**src/rtl/pipelined_multiplier_if.sv**
```systemverilog
// Issue/result bundle of the pipelined multiplier: operands, opcode and tag in,
// tagged result out, valid/ready on both sides plus a pipeline-wide flush.
interface pipelined_multiplier_if #(
    parameter int WIDTH = 32,
    parameter int TAG_W = 6
);
    logic [WIDTH-1:0] a_i;
    logic [WIDTH-1:0] b_i;
    logic [1:0]       opcode_i;
    logic [TAG_W-1:0] tag_i;
    logic             valid_i;
    logic             ready_o;
    logic             flush_i;
    logic [WIDTH-1:0] result_o;
    logic [TAG_W-1:0] tag_o;
    logic             vld_o;
    logic             ready_i;

    modport slave (
        input  a_i, b_i, opcode_i, tag_i, valid_i, flush_i, ready_i,
        output ready_o, result_o, tag_o, vld_o
    );

    modport master (
        output a_i, b_i, opcode_i, tag_i, valid_i, flush_i, ready_i,
        input  ready_o, result_o, tag_o, vld_o
    );
endinterface

```
**src/rtl/pipelined_multiplier.sv**
```systemverilog
// RISC-V MUL/MULH/MULHSU/MULHU, one op per cycle, STAGES cycles accept-to-result.
// A held output (vld_o & ~ready_i) freezes the whole pipe; flush kills every valid bit.
module pipelined_multiplier #(
    parameter int WIDTH  = 32,
    parameter int STAGES = 3,
    parameter int TAG_W  = 6
) (
    input logic                   clk_i,
    input logic                   rst_i,
    pipelined_multiplier_if.slave mif
);
    localparam int PW = 2 * WIDTH;

    logic              stall;
    logic              adv;
    logic              a_sx;
    logic              b_sx;
    logic [STAGES-1:0] vld_q, vld_d;
    logic [TAG_W-1:0]  tag_q [STAGES];
    logic [TAG_W-1:0]  tag_d [STAGES];
    logic [STAGES-2:0] hi_q, hi_d;
    logic [WIDTH:0]    a_q, a_d;
    logic [WIDTH:0]    b_q, b_d;
    logic [WIDTH-1:0]  res_q, res_d;
    logic [PW-1:0]     prod_c;
    logic [PW-1:0]     prod_last;

    assign stall = vld_q[STAGES-1] & ~mif.ready_i;
    assign adv   = ~stall;
    assign a_sx  = (mif.opcode_i != 2'b11) & mif.a_i[WIDTH-1];
    assign b_sx  = ~mif.opcode_i[1] & mif.b_i[WIDTH-1];

    // Extending the (WIDTH+1)-bit operands to 2*WIDTH keeps the low 2*WIDTH product bits exact.
    assign prod_c = {{(WIDTH-1){a_q[WIDTH]}}, a_q} * {{(WIDTH-1){b_q[WIDTH]}}, b_q};

    if (STAGES == 2) begin : g_direct
        assign prod_last = prod_c;
    end else begin : g_mid
        logic [PW-1:0] mid_q [STAGES-2];
        logic [PW-1:0] mid_d [STAGES-2];

        always_comb begin
            mid_d = mid_q;
            if (adv) begin
                mid_d[0] = prod_c;
                for (int i = 1; i < STAGES - 2; i++) mid_d[i] = mid_q[i-1];
            end
        end

        always_ff @(posedge clk_i) mid_q <= mid_d;

        assign prod_last = mid_q[STAGES-3];
    end

    always_comb begin
        vld_d = vld_q;
        tag_d = tag_q;
        hi_d  = hi_q;
        a_d   = a_q;
        b_d   = b_q;
        res_d = res_q;
        if (adv) begin
            vld_d[0] = mif.valid_i;
            tag_d[0] = mif.tag_i;
            hi_d[0]  = |mif.opcode_i;
            a_d      = {a_sx, mif.a_i};
            b_d      = {b_sx, mif.b_i};
            for (int i = 1; i < STAGES; i++) begin
                vld_d[i] = vld_q[i-1];
                tag_d[i] = tag_q[i-1];
            end
            for (int i = 1; i < STAGES - 1; i++) hi_d[i] = hi_q[i-1];
            res_d = hi_q[STAGES-2] ? prod_last[PW-1:WIDTH] : prod_last[WIDTH-1:0];
        end
        // An output handshake in the flush cycle still completes: the consumer saw it.
        if (mif.flush_i) vld_d = '0;
    end

    always_ff @(posedge clk_i) begin
        if (rst_i) begin
            vld_q <= '0;
            res_q <= '0;
            for (int i = 0; i < STAGES; i++) tag_q[i] <= '0;
        end else begin
            vld_q <= vld_d;
            res_q <= res_d;
            tag_q <= tag_d;
        end
    end

    always_ff @(posedge clk_i) begin
        hi_q <= hi_d;
        a_q  <= a_d;
        b_q  <= b_d;
    end

    assign mif.ready_o  = adv & ~rst_i;
    assign mif.vld_o    = vld_q[STAGES-1];
    assign mif.result_o = res_q;
    assign mif.tag_o    = tag_q[STAGES-1];
endmodule

```
**src/flat_wrapper.sv**
```systemverilog
// flat-port wrapper written by rule: the top's interface ports become plain ports
module pipelined_multiplier_flat 
#(
    parameter int WIDTH  = 32,
    parameter int STAGES = 3,
    parameter int TAG_W  = 6
)
  (clk_i, rst_i, mif_a_i, mif_b_i, mif_opcode_i, mif_tag_i, mif_valid_i, mif_flush_i, mif_ready_i, mif_ready_o, mif_result_o, mif_tag_o, mif_vld_o);
  pipelined_multiplier_if #(.WIDTH(WIDTH), .TAG_W(TAG_W)) mif_i ();
  input logic clk_i;
  input logic rst_i;
  input wire logic [$bits(mif_i.a_i)-1:0] mif_a_i;
  input wire logic [$bits(mif_i.b_i)-1:0] mif_b_i;
  input wire logic [$bits(mif_i.opcode_i)-1:0] mif_opcode_i;
  input wire logic [$bits(mif_i.tag_i)-1:0] mif_tag_i;
  input wire logic [$bits(mif_i.valid_i)-1:0] mif_valid_i;
  input wire logic [$bits(mif_i.flush_i)-1:0] mif_flush_i;
  input wire logic [$bits(mif_i.ready_i)-1:0] mif_ready_i;
  output wire logic [$bits(mif_i.ready_o)-1:0] mif_ready_o;
  output wire logic [$bits(mif_i.result_o)-1:0] mif_result_o;
  output wire logic [$bits(mif_i.tag_o)-1:0] mif_tag_o;
  output wire logic [$bits(mif_i.vld_o)-1:0] mif_vld_o;
  assign mif_i.a_i = mif_a_i;
  assign mif_i.b_i = mif_b_i;
  assign mif_i.opcode_i = mif_opcode_i;
  assign mif_i.tag_i = mif_tag_i;
  assign mif_i.valid_i = mif_valid_i;
  assign mif_i.flush_i = mif_flush_i;
  assign mif_i.ready_i = mif_ready_i;
  assign mif_ready_o = mif_i.ready_o;
  assign mif_result_o = mif_i.result_o;
  assign mif_tag_o = mif_i.tag_o;
  assign mif_vld_o = mif_i.vld_o;
  pipelined_multiplier #(.WIDTH(WIDTH), .STAGES(STAGES), .TAG_W(TAG_W)) u_core (.clk_i(clk_i), .rst_i(rst_i), .mif(mif_i));
endmodule
```
**config.mk**
```make
export PLATFORM = sky130hd
export DESIGN_NAME = pipelined_multiplier_flat
export DESIGN_NICKNAME = d
export VERILOG_FILES = /design/src/rtl/pipelined_multiplier_if.sv /design/src/rtl/pipelined_multiplier.sv /design/src/flat_wrapper.sv
export SDC_FILE = /design/constraint.sdc
export NUM_CORES = 2
export LEC_CHECK = 0
export ABC_AREA = 1
export ABC_CLOCK_PERIOD_IN_PS = 8100
export BUFFER_PORTS_ARGS = -buffer_cell sky130_fd_sc_hd__buf_4
export CORE_UTILIZATION = 38
export DETAILED_ROUTE_END_ITERATION = 8
export PLACE_DENSITY = 0.55
export SYNTH_ARGS = -nofsm -noshare
export SYNTH_HDL_FRONTEND = slang
export SYNTH_SLANG_ARGS = --single-unit
```
**constraint.sdc**
```tcl
create_clock -name clk_i -period 8.1 [get_ports clk_i]
set_input_delay 0.81 -clock clk_i [delete_from_list [all_inputs] [get_ports clk_i]]
set_output_delay 0.81 -clock clk_i [all_outputs]
set_load 0.05 [all_outputs]
```
* Word level (Yosys, flattened, before mapping)
Index checks and enable logic that the tools add are counted.
Operators by class: add/subtract/negate cells 0, multiply operators 1, div/mod/pow operators 0, order comparisons 0, equal/unequal tests 1, shifts and indexed selects 0, mux-type cells 1, bitwise operators 8, reduce and logical (&&, ||, !) cells 2
Operators by type and width (count):
- 33-bit by 33-bit multiplier with 64-bit output | 1
- 32-bit two-way mux | 1
- 1-bit AND | 4
- 1-bit NOT | 4
- 2-bit OR reduction | 2
- 2-bit != test (second input constant) | 1
Word-level totals: register bits after elaboration 185, bits in latches 0, memory bits (writable) 0, bits in read-only memories 0, bits of input ports 77, output and inout port bits 40, memories kept 0

* Longest topological paths before layout
depth in word-level cells 4, mapped depth 32

* Worst setup path after synthesis
OpenSTA, ideal clock, no wires.
path kind register to register, start point register u_core.b_q[1], end point register u_core.g_mid.mid_q[63] in the netlist's numbering, data pin, setup time 0.252 ns, data arrival time 7.101 ns, required time 7.848 ns, path slack 0.746 ns, cell stages (with the launch flop) 29, buffers on the path 2, clock period less this slack 7.354 ns, cell sequence edfxtp_1 -> clkbuf_1 -> clkbuf_1 -> nand2_1 -> inv_1 -> fa_1 -> fa_1 -> fa_1 -> inv_1 -> fa_1 -> inv_1 -> fa_1 -> fa_1 -> inv_1 -> fa_1 -> fa_1 -> inv_1 -> ha_1 -> nand2_1 -> inv_1 -> nand2_1 -> nor3_1 -> nand3_1 -> nor2_1 -> nand2_1 -> nand2_1 -> inv_1 -> nand2_1 -> nand2_1
On the way: cells in the longest elaborated chain, start to end 1
Ends and longest elaborated chain:
- start: declaration | RTL line pipelined_multiplier.sv:23 | logic [WIDTH:0] b_q, b_d;
- start signal: assignment | RTL line pipelined_multiplier.sv:94 | b_q <= b_d;
- 33-bit by 33-bit multiplier with 64-bit output | RTL line pipelined_multiplier.sv:34 | assign prod_c = {{(WIDTH-1){a_q[WIDTH]}}, a_q} * {{(WIDTH-1){b_q[WIDTH]}}, b_q};
- named net u_core.prod_c[63] | RTL line pipelined_multiplier.sv:25 | logic [PW-1:0] prod_c;
- end signal: assignment | RTL line pipelined_multiplier.sv:50 | always_ff @(posedge clk_i) mid_q <= mid_d;
- end: declaration | RTL line pipelined_multiplier.sv:39 | logic [PW-1:0] mid_q [STAGES-2];
The timed path passes the listed nets, and every way through them passes these cells. A chain may end at the register's enable or synchronous reset.

* Final worst setup path
start point register u_core.a_q[30], end point register u_core.g_mid.mid_q[57] in the netlist's numbering, data pin
On the way: cells in the longest elaborated chain, start to end 1
Ends and longest elaborated chain:
- start: declaration | RTL line pipelined_multiplier.sv:22 | logic [WIDTH:0] a_q, a_d;
- start signal: assignment | RTL line pipelined_multiplier.sv:93 | a_q <= a_d;
- 33-bit by 33-bit multiplier with 64-bit output | RTL line pipelined_multiplier.sv:34
- named net u_core.prod_c[57] | RTL line pipelined_multiplier.sv:25
The timed path passes the listed nets, and every way through them passes these cells.

==> flow_summary.json <==
{
  "status": "finished, final reports clean",
  "die_h_microns": 354.0,
  "die_x_microns": 354.0,
  "clockBufferDepth": 2,
  "slowest_stage": "edfxtp_1",
  "port_buffers": 116,
  "synthArstFlopShare_pct": 0,
  "synth_edf_count": 132,
  "drive_gt1_share_pct": 6.823,
  "io-pin-count": 117,
  "dieArea_sq_mm": 0.1253,
  "gp_congestion": 0.9315,
  "hp-class": "in -> reg",
  "relSlewSlack_pct": 28.83,
  "grt_util_met1_pct": 32.10,
  "cts_tree": "yes",
  "synth_warnings": 0,
  "cts_sinks": 185,
  "crit_fanout": 10,
  "syn-cell-area_sq_mm": 0.04707,
  "drcViolationCount": 0,
  "worst-endpoint-arrival_ns": 7.99,
  "endpoint_kind": "flop",
  "final.setup_skew_ns": 0.04322,
  "initial_utilization_pct": 38.47,
  "synth_cell_type_count": 40,
  "finalSetupViolations": 0,
  "dr.pass1.iters": 8,
  "rsz0062_at_grt": "false",
  "mostFrequentLayoutCells": "inv_1, nand2_1, fa_1, buf_4, ha_1",
  "dp_cells": 7336,
  "detail_route.wl_per_cell_microns": 18.90,
  "fin_nets": 7146,
  "grt_pass1_wl_microns": 224700,
  "num_vias": 34400,
  "layout_commonest_cell": "inv_1",
  "h-tree-depth": 4,
  "min_period_ns": 7.698,
  "grt-ovfl-total": 0,
  "core-area_sq_mm": 0.1224,
  "clk_latency_ns": 0.55,
  "max_stage_delay_ns": 0.81,
  "synth_nets": 7130,
  "worstMarginPinSlew_ns": 1.068,
  "startpoint_type": "flop",
  "diodes": 0,
  "drv_slew": 0,
  "grtUsageMet3_pct": 2.253,
  "crit_top_cell": "fa_1",
  "postRouteAntennaNets": 0,
  "use_met2_pct": 40.49,
  "grt_max_degree": 65,
  "synth_top_flop_cell": "edfxtp_1",
  "finalCritPeriodShare_pct": 95.04,
  "worst_slack_ns": 0.4017,
  "hold_viol": 0,
  "drt_iter0_drc": 2203,
  "cts.clk_slew.worst_paths_ns": 0.12,
  "clockRootBuffer": "clkbuf_16",
  "synth.avg_cell_area_sq_um": 8.235,
  "cap_violations": 0,
  "synth-seq-cells": 185,
  "criticalPathCategory": "reg -> reg",
  "place_ws_ns": 0.3549,
  "synthCells": 5716,
  "layout.cells.non_filler": 7370,
  "antenna_found_initial": 2,
  "row_count": 128,
  "max_freq_ghz": 0.1299,
  "cts_buffers": 17,
  "dp_hpwl_microns": 116400,
  "top_usage_layer": "met2",
  "grt_pass1_vias": 38280,
  "area_growth_pct": 9.042,
  "wl_microns": 139300,
  "yosysSeqAreaShare_pct": 10.67,
  "hold_buffers": 0,
  "fin_tns_setup_ns": 0,
  "crit_required_ns": 8.39,
  "viasPerCell": 4.668,
  "fillers": 12400,
  "grt_usage_pct": 23.51
}
-- cell families (layout without fill, tap and decap cells) --
logic type                 Yosys count  in the layout  synth area share (%)
buffers and inverters             2121           2150                 16.98
and+or+nand+nor                   1836           1836                 15.59
adders and majority gates         1337           1337                 53.48
DFF                                185            185                 10.67
AOI/OAI and AO/OA                  166            166                 1.876
xor gates and xnor gates            39             39                0.7256
muxes                               32             32                0.6804
-- Yosys cell counts (all sizes together) (3+ instances only) --
cell | n | area [sq um]
a21oi | 64 | 331.6
buf | 12 | 75.07
clkbuf | 275 | 1032
dfxtp | 53 | 1061
edfxtp | 132 | 3964
fa | 1125 | 22520
ha | 212 | 2653
inv | 1833 | 6880
mux2i | 32 | 320.3
nand2 | 1496 | 5675
nand3 | 106 | 575.6
nand3b | 3 | 22.52
nand4 | 19 | 118.9
nor2 | 190 | 793.3
nor3 | 10 | 71.32
o21ai | 87 | 435.4
o21bai | 10 | 78.82
or2 | 9 | 56.31
xnor2 | 6 | 52.55
xor2 | 33 | 289.0
-- layout make-up --
class                   instances  area, sq um  share of cell area, %
clock buffers                  17        425.4                 0.8288
clock inverters                15        217.7                 0.4241
inverters                    1834         6897                  13.44
multi-input cells            3410        34060                  66.36
flip-flops and latches        185         5025                  9.789
well taps                    1625         2033                  3.961
repair buffers                284         2670                  5.202
-- worst paths after layout --
check                           depth (start not counted)  slack [ns]      startpoint                endpoint
worst max-delay path                                   27        0.40  u_core.a_q[30]  u_core.g_mid.mid_q[57]
worst min register to register                          0        0.44  u_core.hi_q[0]          u_core.hi_q[1]
worst max register to register                         27        0.40  u_core.a_q[30]  u_core.g_mid.mid_q[57]
worst min-delay path                                    1        0.42      mif_a_i[3]           u_core.a_q[3]
-- through the flow --
stage,util (%),hold slack [ns],area [sq um]
after global routing,41.95,0.3901,51330
after CTS,41.93,0.3782,51310
after detailed placement,41.41,0.4110,50660
after floorplan,-,0.4003,47070
after global placement,41.41,0.4193,50660
final,41.95,0.4233,51330
-- critical path, delay by kind of cell (launching register included) --
family	cells	cell delay, ns
compound gates	3	0.67
fa+ha+maj	9	4.49
buf+inv	9	0.90
flops	1	0.81
simple gates	6	0.61
-- sequential cells by signal, summed over array words and instances (netlist names) --
name,cells
u_core.tag_q,12
u_core.mif.tag_o,6
u_core.hi_q,2
u_core.a_q,33
u_core.vld_q,3
u_core.mif.result_o,32
u_core.g_mid.mid_q,64
u_core.b_q,33
-- routing by layer --
metal | share of wire (%) | routed length [microns]
met1 | 45 | 63210
met2 | 49 | 68130
met3 | 3.9 | 5413
met4 | 1.8 | 2557
met5 | 0 | 0
-- repair_timing --
| action | 4_1_cts | 5_1_grt |
|---|---|---|
| gates resized for setup | 0 | 2 |
| buffers inserted | 0 | 2 |
| hold endpoints to repair | 0 | 0 |
| endpoints found under the setup margin | 0 | 2 |
Power is not shown: default switching activity piles up to over one toggle a cycle in this logic, so the estimate is an artifact.
